**src/rtl/inv_fermat_2161.sv**
```systemverilog
// Modular inverse a^-1 mod 2161 via Fermat's little theorem (a^2159).
// Left-to-right square-and-multiply, one Barrett-reduced multiply per cycle.
module inv_fermat_2161 (
   input  logic        clk,
   input  logic        rst_n,
   input  logic        in_valid,
   output logic        in_ready,
   input  logic [11:0] din_a,
   output logic        out_valid,
   input  logic        out_ready,
   output logic [11:0] dout_r,
   output logic        dout_err
);

   localparam logic [11:0] Q   = 12'd2161;
   localparam logic [11:0] EXP = 12'b1000_0110_1111;
   localparam logic [12:0] MU  = 13'd7763;
   localparam logic [25:0] QW  = 26'd2161;

   typedef enum logic [1:0] {
      IDLE,
      SQR,
      MUL,
      DONE
   } state_t;

   state_t      state;
   logic [11:0] acc;
   logic [11:0] a_reg;
   logic [3:0]  idx;
   logic        err_reg;

   logic [11:0] mm_y;
   logic [23:0] prod;
   logic [11:0] p_hi;
   logic [24:0] est;
   logic [12:0] t;
   logic [25:0] tq;
   logic [25:0] r0;
   logic [25:0] r1;
   logic [11:0] mm;

   // Barrett: t never exceeds the true quotient, so r0 cannot wrap.
   assign mm_y = (state == MUL) ? a_reg : acc;
   assign prod = {12'd0, acc} * {12'd0, mm_y};
   assign p_hi = 12'(prod >> 12);
   assign est  = {13'd0, p_hi} * {12'd0, MU};
   assign t    = 13'(est >> 12);
   assign tq   = {13'd0, t} * {13'd0, Q, 1'b0} >> 1;
   assign r0   = {2'd0, prod} - tq;
   assign r1   = (r0 >= QW) ? r0 - QW : r0;
   assign mm   = 12'((r1 >= QW) ? r1 - QW : r1);

   always_ff @(posedge clk or negedge rst_n) begin
      if (!rst_n) begin
         state     <= IDLE;
         acc       <= 12'd0;
         a_reg     <= 12'd0;
         idx       <= 4'd0;
         err_reg   <= 1'b0;
         in_ready  <= 1'b1;
         out_valid <= 1'b0;
         dout_r    <= 12'd0;
         dout_err  <= 1'b0;
      end else begin
         unique case (state)
            IDLE: begin
               if (in_valid) begin
                  a_reg    <= din_a;
                  acc      <= din_a;
                  idx      <= 4'd10;
                  err_reg  <= (din_a == 12'd0) || (din_a >= Q);
                  in_ready <= 1'b0;
                  state    <= SQR;
               end
            end
            SQR: begin
               acc <= mm;
               if (EXP[idx]) begin
                  state <= MUL;
               end else if (idx == 4'd0) begin
                  state     <= DONE;
                  out_valid <= 1'b1;
                  dout_r    <= err_reg ? 12'd0 : mm;
                  dout_err  <= err_reg;
               end else begin
                  idx <= idx - 4'd1;
               end
            end
            MUL: begin
               acc <= mm;
               if (idx == 4'd0) begin
                  state     <= DONE;
                  out_valid <= 1'b1;
                  dout_r    <= err_reg ? 12'd0 : mm;
                  dout_err  <= err_reg;
               end else begin
                  idx   <= idx - 4'd1;
                  state <= SQR;
               end
            end
            DONE: begin
               if (out_ready) begin
                  out_valid <= 1'b0;
                  in_ready  <= 1'b1;
                  state     <= IDLE;
               end
            end
            default: begin
               state <= IDLE;
            end
         endcase
      end
   end

endmodule
```
**config.mk**
```make
export PLATFORM = sky130hd
export DESIGN_NAME = inv_fermat_2161
export DESIGN_NICKNAME = d
export VERILOG_FILES = /design/src/rtl/inv_fermat_2161.sv
export SDC_FILE = /design/constraint.sdc
export NUM_CORES = 1
export LEC_CHECK = 0
export CORE_MARGIN = 5
export CORE_UTILIZATION = 25
export CTS_BUF_LIST = sky130_fd_sc_hd__clkbuf_4
export DETAILED_ROUTE_END_ITERATION = 10
export HOLD_SLACK_MARGIN = 0.08
export MAX_ROUTING_LAYER = met4
export PLACE_DENSITY = 0.46
export SLEW_MARGIN = 20
export SYNTH_ARGS = -nofsm -noshare
export SYNTH_HDL_FRONTEND = slang
export SYNTH_SLANG_ARGS = --single-unit
```
**constraint.sdc**
```tcl
create_clock -name clk -period 22 [get_ports clk]
set_clock_uncertainty 0.2 [all_clocks]
set_input_delay 3.3 -clock clk [delete_from_list [all_inputs] [get_ports clk]]
set_output_delay 3.3 -clock clk [all_outputs]
set_load 0.02 [all_outputs]
```
==> flow_metrics.py, run 1 <==
metrics = {
    "yosys": {
        "syn_inst": 1707,
        "synth_ff_type": "dfrtp_1",
        "synth_area_leaders": "fa_1 26%, ha_1 21%, inv_1 9.3%",
        "syn-num-nets": 2160,
        "synth_cell_types": 85,
        "synth_warnings": 0,
        "async_flop_share_pct": 100,
        "synth_edf_count": 0,
        "avgSynthCellArea_um2": 8.60,
        "synth_top_area_share_pct": 25.6,
        "ys_seq_area_share_pct": 7.85,
        "yosys.area.top_type": "fa_1",
        "syn_area_mm2": 0.0147,
        "synth_seq_cells": 46,
    },
    "global_routing": {
        "grt_max_degree": 47,
        "antenna_found_initial": 0,
        "grt_usage_pct": 12.5,
        "grt_pass1_vias": 11785,
        "grt_pass1_wl_um": 64000,
        "grt_overflow": 0,
    },
    "clocking": {
        "cts_tree": "built",
        "clk_path_buf_depth": 2,
        "clk_pin_slew_ns": 0.15,
        "cts.sinks": 46,
        "htreeDepth": 2,
        "cts_buffers": 5,
        "cts_root_buf": "clkbuf_4",
        "insertion_delay_ns": 0.37,
        "hold_buffers": 0,
    },
    "worst_setup_path": {
        "end_kind": "register",
        "crit_slowest_cell": "a2111oi_1",
        "cp.required_ns": 22.10,
        "cp-start-kind": "register",
        "cpPeakStageDelay_ns": 0.77,
        "startpoint": "state[0]$_DFFE_PN0P_",
        "r2r_slack_ns": 1.27,
        "rr_worst_depth": 75,
        "critPathKind": "reg -> reg",
        "cp_max_fo": 15,
        "worst-endpoint-arrival_ns": 20.83,
        "rr_startpoint": "state[0]$_DFFE_PN0P_",
    },
    "floorplan": {
        "coreArea_mm2": 0.0579,
        "ios": 31,
        "die_area_mm2": 0.0636,
        "fp.dieH_um": 252,
        "fp-row-count": 88,
        "die_w_um": 252,
        "initial_core_util_pct": 25.3,
    },
    "hold_path": {
        "min_from": "dout_r[5]$_DFFE_PN0P_",
        "hp-class": "reg -> reg",
        "hold_path_depth": 2,
    },
    "routing": {
        "vias_per_cell": 4.55,
        "dr.pass1.iters": 5,
        "drt-initial-drc-count": 459,
        "wl_um": 38300,
        "ant_nets": 0,
        "vias": 11215,
        "drc_errors": 0,
        "avgRoutedWirePerCell_um": 15.5,
    },
    "status": {
        "status": "finished, final reports clean",
    },
    "cells_and_area": {
        "synthToLayoutAreaGrowth_pct": 7.96,
        "multi_input_area_mm2": 0.0120,
        "fin_util_pct": 27.4,
        "fin_nets": 2153,
        "fill_cells": 6294,
        "seq_area_mm2": 0.00115,
        "diodes": 0,
        "drive_gt1_share_pct": 4.17,
    },
    "place": {
        "place_hpwl_um": 32900,
        "port_buffers": 30,
        "place_congestion": 0.848,
    },
    "timing": {
        "drv_slew": 0,
        "tightest_slew_ns": 0.907,
        "maxClockFrequency_mhz": 48.2,
        "setup_viol": 0,
        "period_share_pct": 94.2,
        "period_needed_ns": 20.73,
        "relSlewSlack_pct": 38.9,
        "hold_viol_final": 0,
        "setup-tns-final_ns": 0,
    },
    "job": {
        "maxCapViolations": 0,
    },
}
## cells in the final DEF, fill, tap and decap left out, drive strengths merged, types with 9 or more instances in the layout
master | Yosys | routed
ha | 249 | 249
nor3 | 35 | 35
xnor2 | 61 | 61
a21o | 15 | 15
nor2b | 11 | 11
clkdlybuf4s50 | 0 | 29
nor2 | 76 | 76
dfrtp | 45 | 45
inv | 364 | 364
fa | 188 | 188
a21oi | 65 | 65
mux2 | 26 | 26
or2 | 10 | 10
xor2 | 24 | 24
o21bai | 13 | 13
nand2 | 144 | 144
a211oi | 13 | 13
nor4 | 10 | 10
o21ai | 61 | 61
mux2i | 16 | 16
a31oi | 9 | 9
o211ai | 13 | 13
and2 | 63 | 63
o21a | 16 | 16
nand3 | 22 | 22
## path summary, 6_finish.rpt
path,end
setup / recovery,acc[11]$_DFFE_PN0P_
hold / removal,dout_r[5]$_DFFE_PN0P_
setup reg to reg,acc[11]$_DFFE_PN0P_
hold reg to reg,dout_r[5]$_DFFE_PN0P_
max in group asynchronous,dout_r[4]$_DFFE_PN0P_
min in group asynchronous,out_valid$_DFFE_PN0P_
## area by class of cell
class                   instances  area share [%]
clock buffers                   5           0.237
multi-input cells            1249            75.7
inverters                     364            8.62
well taps                     765            6.04
clock inverters                 3           0.103
repair buffers                 34            2.07
flip-flops and latches         46            7.27
## kinds of logic (layout without fill, tap and decap cells)
family                     after synthesis  in the layout  share of synthesized area, %
muxes                                   42             42                          3.09
xor gates and xnor gates                85             85                          5.12
AOI/OAI and AO/OA                      270            270                          12.4
buffers and inverters                  412            406                          10.6
DFF                                     46             46                          7.85
and+or+nand+nor                        415            415                          14.1
adders and majority gates              437            437                          46.9
## metrics by stage
step | hold slack, ns | area (um2) | worst slack (ns) | instances
6_report | 0.296 | 15800 | 1.27 | 2466
5_1_grt | 0.327 | 15800 | -0.0102 | 2466
4_1_cts | 0.302 | 15800 | 0.799 | 2466
3_5_place_dp | 0.269 | 15800 | 0.900 | 2458
3_3_place_gp | 0.266 | 15800 | 1.29 | 2458
2_1_floorplan | 0.284 | 14700 | 3.14 | 1707
## metal layers
metal  wire [um]  GRT usage, %  vias to the layer above
met5           0             -                        -
met4         437          1.30                        0
met3         774         0.751                       30
met2       18300          20.8                      127
met1       18800          17.4                     5522
li1            -             -                     5536
## timing repair
item	in CTS	in global routing
buffers inserted	0	0
gates resized for setup	0	5
endpoints found under the setup margin	0	24
## cells in the mapped netlist, types with 4 or more instances
cell type and number:
inv_1 364, ha_1 249, fa_1 188, nand2_1 144
nor2_1 75, a21oi_1 65, and2_1 63, xnor2_1 60
o21ai_0 58, dfrtp_1 45, clkbuf_1 43, nor3_1 34
mux2_2 25, xor2_1 24, nand3_1 20, mux2i_1 16
a21o_1 15, o21a_1 15, o211ai_1 13, a211oi_1 12
o21bai_1 12, nor2b_1 11, or2_2 10, a31oi_1 9
a22o_1 8, and3_1 8, nor4_1 8, o31ai_1 8
nand4_1 6, a211o_1 5, nand2b_1 5, or3_1 5
or4_1 5, o211a_1 4
## critical path, delay by kind of cell (launching register included)
family,cells,cell delay [ns]
xor gates and xnor gates,6,2.14
DFF,1,0.45
and+or+nand+nor,8,1.77
muxes,3,1.03
buffers and inverters,10,0.67
adders and majority gates,20,8.34
AOI/OAI and AO/OA,28,6.01
Power of run 1 is not shown: default switching activity piles up to over one toggle a cycle in this logic, so the estimate is an artifact.
==> run 2, diff against run 1 <==
REMOVE_ABC_BUFFERS = 1   (was not set)
SLEW_MARGIN = 0   (was 20)
==> flow_metrics.py, run 2 (synthesis results as in run 1) <==
metrics = {
    "cells_and_area": {
        "layout.cells.most_common": "inv_1",
        "fin_nets": 2156,
        "synthToLayoutAreaGrowth_pct": 8.12,
        "diodes": 0,
        "drive_gt1_share_pct": 4.34,
        "final_cell_mix": "364 x inv_1, 249 x ha_1, 188 x fa_1, 143 x nand2_1, 75 x nor2_1",
    },
    "status": {
        "status": "finished, final reports clean",
    },
    "routing": {
        "ant_nets": 0,
        "wl_um": 38700,
        "avgRoutedWirePerCell_um": 15.7,
        "vias": 11323,
        "dr.pass1.iters": 4,
        "vias_per_cell": 4.59,
        "drt-initial-drc-count": 673,
        "drc_errors": 0,
    },
    "timing": {
        "setup-tns-final_ns": 0,
        "period_share_pct": 92.6,
        "tightest_slew_ns": 1.07,
        "setup_viol": 0,
        "drv_slew": 0,
        "period_needed_ns": 20.38,
        "rsz0062_at_grt": "false",
        "relSlewSlack_pct": 28.7,
        "maxClockFrequency_mhz": 49.1,
        "hold_viol_final": 0,
    },
    "hold_path": {
        "hold_path_depth": 2,
        "min_to": "dout_r[1]$_DFFE_PN0P_",
        "min_from": "dout_r[1]$_DFFE_PN0P_",
        "hp-class": "reg -> reg",
    },
    "floorplan": {
        "coreArea_mm2": 0.0579,
        "fp.dieH_um": 252,
        "die_w_um": 252,
        "die_area_mm2": 0.0636,
        "initial_core_util_pct": 25.3,
        "ios": 31,
        "fp-row-count": 88,
    },
    "clocking": {
        "cts.sinks": 46,
        "insertion_delay_ns": 0.37,
        "cts_root_buf": "clkbuf_4",
        "post_cts_buffers": 0,
        "htreeDepth": 2,
        "hold_buffers": 0,
        "cts_buffers": 5,
        "clk_path_buf_depth": 2,
        "clk_pin_slew_ns": 0.13,
        "cts_tree": "built",
    },
    "worst_setup_path": {
        "rr_worst_depth": 75,
        "cp_max_fo": 15,
        "cp_top_family": "adder cells",
        "end_kind": "register",
        "cp-start-kind": "register",
        "crit_slowest_cell": "o311ai_0",
        "rr_startpoint": "state[0]$_DFFE_PN0P_",
        "cpPeakStageDelay_ns": 0.69,
        "worst-path-buf-inv": 11,
        "worst-endpoint-arrival_ns": 20.47,
        "cp.required_ns": 22.10,
        "critPathKind": "reg -> reg",
        "r2r_slack_ns": 1.62,
        "timing.rr.end": "acc[10]$_DFFE_PN0P_",
    },
    "place": {
        "place_hpwl_um": 33100,
        "port_buffers": 30,
        "place_congestion": 0.880,
    },
    "global_routing": {
        "grt_pass1_vias": 11785,
        "grt_pass1_wl_um": 63900,
        "grt_usage_pct": 12.5,
        "grt_overflow": 0,
        "grt_max_degree": 47,
        "antenna_found_initial": 0,
    },
    "job": {
        "maxCapViolations": 0,
    },
}
==> run 2: cell count changes in the layout (fill, tap and decap cells not counted), sizes merged <==
cell / delta
clkinv: -2
clkinvlp: -1
buf: +3
clkbuf: +3
==> run 2: worst register-to-register path: cells and delay by family (launching register included) <==
family                   cells  cell delay, ns
adder cells (fa/ha/maj)     20            8.34
AO/OA/AOI/OAI               27            6.31
AND/OR/NAND/NOR              9            1.88
XOR/XNOR                     5            1.34
multiplexers                 3            0.97
buffers and inverters       11            0.80
flip-flops                   1            0.45
==> run 2: worst max path at each step <==
stage / from / to / slack [ns] / cells past startpoint
2_1_floorplan: state[0]$_DFFE_PN0P_ / acc[6]$_DFFE_PN0P_ / 3.41 / 75
6_report: state[0]$_DFFE_PN0P_ / acc[10]$_DFFE_PN0P_ / 1.62 / 75
4_1_cts: state[0]$_DFFE_PN0P_ / acc[10]$_DFFE_PN0P_ / 1.05 / 76
3_5_place_dp: state[0]$_DFFE_PN0P_ / acc[6]$_DFFE_PN0P_ / 1.18 / 76
5_1_grt: state[0]$_DFFE_PN0P_ / acc[10]$_DFFE_PN0P_ / 0.12 / 76
3_3_place_gp: state[0]$_DFFE_PN0P_ / acc[11]$_DFFE_PN0P_ / 1.54 / 76
==> run 2: timing repair <==
item / 4_1_cts / 5_1_grt
setup endpoints to repair: 0 / 24
endpoints found under the hold margin: 0 / 0
gates resized for setup: 0 / 4
==> run 2: routing by layer <==
| layer | global-route usage (%) | part of all wire, % | up-vias |
|---|---|---|---|
| li1 | - | - | 5542 |
| met1 | 17.5 | 49 | 5597 |
| met2 | 20.8 | 48 | 166 |
| met3 | 0.597 | 2.3 | 18 |
| met4 | 1.38 | 0.83 | 0 |
| met5 | - | 0 | - |
==> run 2: cell type report <==
class                           instances  area [um2]
Inverter                              364        1370
Timing Repair Buffer                   37         348
Tap cell                              765         957
Multi-Input combinational cell       1249       12000
Sequential cell                        46        1150
Fill cell                            6317       42100
Clock buffer                            8        60.1
==> run 2: metrics by stage <==
| stage | setup slack [ns] | utilization [%] | hold slack (ns) | area, um2 | instances |
|---|---|---|---|---|---|
| floorplan | 3.41 | - | 0.284 | 14500 | 1659 |
| global placement | 1.54 | 27.3 | 0.273 | 15800 | 2461 |
| detailed placement | 1.18 | 27.3 | 0.265 | 15800 | 2461 |
| CTS | 1.05 | 27.4 | 0.296 | 15800 | 2469 |
| global route | 0.125 | 27.4 | 0.330 | 15900 | 2469 |
| finish | 1.62 | 27.4 | 0.288 | 15900 | 2469 |
Power of run 2 is left out for the same reason.
